==> src/rtl/pipeline_hazard_ctrl.sv <==
// Pipeline hazard controller: tracks in-flight register writers past decode and derives
// forwarding selects, interlocks, branch flush, memory freeze and the halt drain sequence.
module pipeline_hazard_ctrl #(
    parameter int unsigned STAGES = 3,
    parameter int unsigned REG_W  = 5,
    parameter int unsigned FWD_EN = 1
) (
    input  logic                        CLK,
    input  logic                        RST,
    input  logic                        id_valid,
    input  logic [REG_W-1:0]            id_rs,
    input  logic [REG_W-1:0]            id_rt,
    input  logic                        id_uses_rs,
    input  logic                        id_uses_rt,
    input  logic                        id_wen,
    input  logic [REG_W-1:0]            id_wsel,
    input  logic                        id_is_load,
    input  logic                        id_halt,
    input  logic                        branch_taken,
    input  logic                        mem_wait,
    output logic                        stall_if,
    output logic                        stall_id,
    output logic                        flush_if,
    output logic                        freeze,
    output logic [$clog2(STAGES+1)-1:0] fwd_a_sel,
    output logic [$clog2(STAGES+1)-1:0] fwd_b_sel,
    output logic                        halt,
    output logic                        busy
);
    localparam int unsigned SEL_W = $clog2(STAGES + 1);

    typedef enum logic [1:0] {
        ST_RUN    = 2'd0,
        ST_DRAIN  = 2'd1,
        ST_HALTED = 2'd2
    } state_t;

    state_t state;
    state_t state_nxt;

    // Entry k describes the instruction k stages past ID.
    logic [STAGES:1]  sb_valid;
    logic [STAGES:1]  sb_wen;
    logic [STAGES:1]  sb_load;
    logic [REG_W-1:0] sb_wsel [1:STAGES];

    logic [STAGES:1]  match_a;
    logic [STAGES:1]  match_b;
    logic             hazard;
    logic             ins_take;
    logic             ins_valid;
    logic             ins_wen;
    logic             ins_load;
    logic             halt_accept;

    // Per-entry source matches against the decode-stage operands.
    always_comb begin
        match_a = '0;
        match_b = '0;
        for (int k = 1; k <= STAGES; k++) begin
            match_a[k] = sb_valid[k] & sb_wen[k] & (sb_wsel[k] == id_rs)
                       & (id_rs != '0) & id_uses_rs;
            match_b[k] = sb_valid[k] & sb_wen[k] & (sb_wsel[k] == id_rt)
                       & (id_rt != '0) & id_uses_rt;
        end
    end

    // Youngest matching entry wins: scan oldest to youngest so the last hit sticks.
    always_comb begin
        fwd_a_sel = '0;
        fwd_b_sel = '0;
        if (FWD_EN != 0) begin
            for (int k = STAGES; k >= 1; k--) begin
                if (match_a[k]) begin
                    fwd_a_sel = SEL_W'(k);
                end
                if (match_b[k]) begin
                    fwd_b_sel = SEL_W'(k);
                end
            end
        end
    end

    // Without forwarding, wait until the producer reaches the write-through stage.
    always_comb begin
        hazard = 1'b0;
        if (FWD_EN != 0) begin
            hazard = sb_load[1] & (match_a[1] | match_b[1]);
        end else begin
            hazard = |(match_a[STAGES-1:1] | match_b[STAGES-1:1]);
        end
    end

    always_comb begin
        ins_take    = (state == ST_RUN) & ~branch_taken & ~stall_id;
        ins_valid   = ins_take & id_valid;
        ins_wen     = ins_valid & id_wen & ~id_halt;
        ins_load    = ins_valid & id_is_load & ~id_halt;
        halt_accept = (state == ST_RUN) & id_valid & id_halt & ~stall_id
                    & ~branch_taken & ~mem_wait;
        busy        = |sb_valid;
    end

    // Scoreboard shift; a rejected or discarded decode slot enters as a bubble.
    always_ff @(posedge CLK) begin
        if (RST) begin
            sb_valid <= '0;
            sb_wen   <= '0;
            sb_load  <= '0;
            for (int k = 1; k <= STAGES; k++) begin
                sb_wsel[k] <= '0;
            end
        end else if (!mem_wait) begin
            sb_valid <= {sb_valid[STAGES-1:1], ins_valid};
            sb_wen   <= {sb_wen[STAGES-1:1], ins_wen};
            sb_load  <= {sb_load[STAGES-1:1], ins_load};
            for (int k = STAGES; k >= 2; k--) begin
                sb_wsel[k] <= sb_wsel[k-1];
            end
            sb_wsel[1] <= id_wsel;
        end
    end

    always_ff @(posedge CLK) begin
        if (RST) begin
            state <= ST_RUN;
        end else begin
            state <= state_nxt;
        end
    end

    always_comb begin
        state_nxt = state;
        if (!mem_wait) begin
            unique case (state)
                ST_RUN: begin
                    if (halt_accept) begin
                        state_nxt = ST_DRAIN;
                    end
                end
                ST_DRAIN: begin
                    if (!busy) begin
                        state_nxt = ST_HALTED;
                    end
                end
                ST_HALTED: state_nxt = ST_HALTED;
                default:   state_nxt = ST_RUN;
            endcase
        end
    end

    // Freeze outranks branch flush, which outranks the data interlock.
    always_comb begin
        freeze   = mem_wait;
        stall_id = hazard & ~branch_taken;
        stall_if = mem_wait | stall_id;
        flush_if = 1'b0;
        halt     = 1'b0;
        unique case (state)
            ST_RUN: begin
                flush_if = branch_taken & ~mem_wait;
            end
            ST_DRAIN: begin
                stall_if = 1'b1;
                flush_if = ~mem_wait;
            end
            ST_HALTED: begin
                stall_if = 1'b1;
                halt     = 1'b1;
            end
            default: begin
                stall_if = mem_wait | stall_id;
            end
        endcase
    end

endmodule

==> config.mk <==
export PLATFORM = sky130hd
export DESIGN_NAME = pipeline_hazard_ctrl
export DESIGN_NICKNAME = d
export VERILOG_FILES = /design/src/rtl/pipeline_hazard_ctrl.sv
export SDC_FILE = /design/constraint.sdc
export NUM_CORES = 1
export LEC_CHECK = 0
export ABC_AREA = 1
export CAP_MARGIN = 20
export CORE_MARGIN = 2
export CORE_UTILIZATION = 30
export DETAILED_ROUTE_END_ITERATION = 12
export SYNTH_ARGS = -nofsm -noshare
export SYNTH_HDL_FRONTEND = slang
export SYNTH_SLANG_ARGS = --single-unit
==> constraint.sdc <==
create_clock -name CLK -period 1.35 [get_ports CLK]
set_input_delay 0.27 -clock CLK [delete_from_list [all_inputs] [get_ports CLK]]
set_output_delay 0.27 -clock CLK [all_outputs]
set_load 0.02 [all_outputs]
==> flow_summary.yaml <==
placement:
  post-place-ws_ns: -1.216
  placed_cell_area_um2: 2242
  io_buffer_count: 34
  dpl.hpwl_um: 3053
  place_congestion: 0.8362
die:
  core_um2: 5042
  die_w_um: 75.74
  die_h_um: 75.74
  row_count: 26
  initial_core_util_pct: 30.62
  die_area_um2: 5737
  io_pins: 35
setup_path:
  reg2regPathDepth: 15
  endpoint_kind: "primary output"
  startpoint_type: "input pin"
  path_class: "input pin to primary output"
  cp_max_fo: 2
  cp.required_ns: 1.08
  cp_data_arrival_time_ns: 1.66
cts:
  cts.clk_slew.worst_paths_ns: 0.09
  cts_tree: "yes"
  cts_max_level: 1
  holdBufCountCts: 0
  root_buffer: "clkbuf_8"
  cts_buffers: 3
  cts.sinks: 24
  cts.path.max_buffers: 2
  clock_latency_ns: 0.26
synth:
  yosys.area.top_type: "edfxtp_1"
  ys_ff_latch: 24
  ys_seq_area_share_pct: 40.84
  synthesis.area_um2: 1544
  netlist.area_leader.share_pct: 29.17
  synth_top_family_by_area: "simple AND/OR/NAND/NOR gates"
  synth.distinct_cells: 31
  syn_avg_cell_area_um2: 7.532
  yosys.area_share.xor_xnor_pct: 9.076
  synth_area_leaders: "edfxtp_1 29%, dfxtp_1 12%, nand2_1 11%, inv_1 8.8%, nor2_1 6.1%"
  synth_mux_area_share_pct: 0
  synth_compound_area_share_pct: 8.590
  synthAdderAreaFrac_pct: 2.431
  yosysWarnings: 0
  synth.net_count: 233
  yosys.area_share.simple_pct: 28.36
  synth_cells: 205
power:
  total_power_uw: 1776
  powerDensity_nw_per_um2: 716.5
  p_leak_uw: 0.001117
  ir_drop_uv: 374.1
hold_path:
  hp-class: "flop to flop"
  hold_depth: 2
global_route:
  grt_max_degree: 21
  grt-ovfl-total: 0
  grt_use_total_pct: 14.53
  antenna_found_initial: 0
  grt_pass1_vias: 1475
  grt_first_pass_wirelength_um: 6437
finish:
  fillers: 502
  fin_nets: 310
  drive_above_1_share_pct: 31.32
  synthToLayoutAreaGrowth_pct: 60.54
  finalInstanceArea_um2: 2479
  final_cell_mix: "45 x nand2_1, 36 x buf_4, 34 x inv_1"
  final_common_cell: "nand2_1"
  antenna_cells: 0
timing:
  max_slew_margin_pct: 75.09
  worst_pin_slew_ns: 0.3708
  hold_viol: 0
  setup_violations: 12
  setup_tns_ns: -4.546
  setup_ws_ns: -0.5800
  post-route-period-util_pct: 143.0
  skew_ns: 0.002654
  period_minus_slack_ns: 1.930
  fmax_mhz: 518.1
  rsz0062_at_grt: "true"
  maxSlewViolCount: 0
outcome:
  status: "finished with violations"
  failed_checks: "negative setup slack"
job:
  max_cap_violations: 0
routing:
  routed_wl_um: 3901
  drtPass1Iterations: 4
  dr.first_iter.drc_count: 60
  drc_errors: 0
  wl_per_cell_um: 11.11
  vias: 1508
  vias_per_cell: 4.296
  final_antenna_net_count: 0
-- report_power, final --
group / total, uW / internal, uW / switching, uW
sequential: 851 / 819 / 32.4
clock: 487 / 260 / 227
combinational: 438 / 224 / 213
-- cell families after synthesis --
family          count (synthesis)
flops                          24
simple gates                   97
fa+ha+maj                       3
compound gates                 22
buf+inv                        43
xor+xnor                       16
-- sequential cells by signal, summed over array words and instances (netlist names) --
name / flops
sb_wsel: 15
sb_valid: 3
sb_wen: 3
state: 2
sb_load: 1
-- what timing repair did --
| item | in CTS | in global routing |
|---|---|---|
| setup endpoints to repair | 15 | 14 |
| gates cloned | 0 | 0 |
| pin swaps | 14 | 5 |
| buffers inserted | 3 | 3 |
| resized for setup | 80 | 22 |
-- cell usage after synthesis --
cell type	instances
nand2_1	45
inv_1	36
nor2_1	25
edfxtp_1	15
xnor2_1	10
dfxtp_1	9
nand3_1	9
xor2_1	6
a21oi_1	5
inv_2	5
o22ai_1	5
nor4_1	4
o21ai_0	4
ha_1	3
nand2_2	3
nand4_1	2
nor2_2	2
o211ai_1	2
o21a_1	2
o21ai_1	2
a21boi_0	1
and3_1	1
buf_4	1
clkbuf_1	1
nand2_4	1
nand3_2	1
nand3b_1	1
nor3b_1	1
nor4_2	1
o2111ai_1	1
or2_1	1
-- final timing paths --
check                                                 start                     end  slack, ns
worst max-delay path                             id_uses_rs            fwd_a_sel[0]      -0.58
worst min-delay path                 sb_wen[1]$_SDFFE_PP0N_  sb_wen[2]$_SDFFE_PP0N_       0.51
worst max register to register  sb_wsel[0][8]$_SDFFCE_PN0P_   state[1]$_SDFFE_PP0P_      -0.30
worst min register to register       sb_wen[1]$_SDFFE_PP0N_  sb_wen[2]$_SDFFE_PP0N_       0.51
-- worst max-delay path: stages --
cell	delay [ns]
clkdlybuf4s50_1	0.49
buf_4	0.12
o21ai_0	0.13
nor4_4	0.30
inv_1	0.07
o21ai_1	0.13
buf_4	0.15
-- per-stage QoR --
| step | std cells | util [%] | hold slack [ns] |
|---|---|---|---|
| finish | 351 | 49.16 | 0.5115 |
| detailed placement | 341 | 44.47 | 0.4820 |
| CTS | 348 | 46.80 | 0.4957 |
| global placement | 341 | 44.47 | 0.4816 |
| global route | 351 | 49.16 | 0.5276 |
| floorplan | 205 | - | 0.4087 |
-- final cells by class --
cell class | count | area [um^2] | area share, %
repair buffers | 74 | 673.1 | 27.16
inverters | 41 | 153.9 | 6.209
multi-input cells | 138 | 875.8 | 35.34
clock buffers | 4 | 55.05 | 2.221
flip-flops and latches | 24 | 633.1 | 25.54
well taps | 70 | 87.58 | 3.534
-- per-layer routing --
layer	track usage, %	routed length, um	vias up
li1	-	-	801
met1	18.68	1750	675
met2	25.96	1992	30
met3	1.984	147	2
met4	2.924	10	0
met5	0	0	-
No activity file was read; power rests on OpenSTA's default activity.
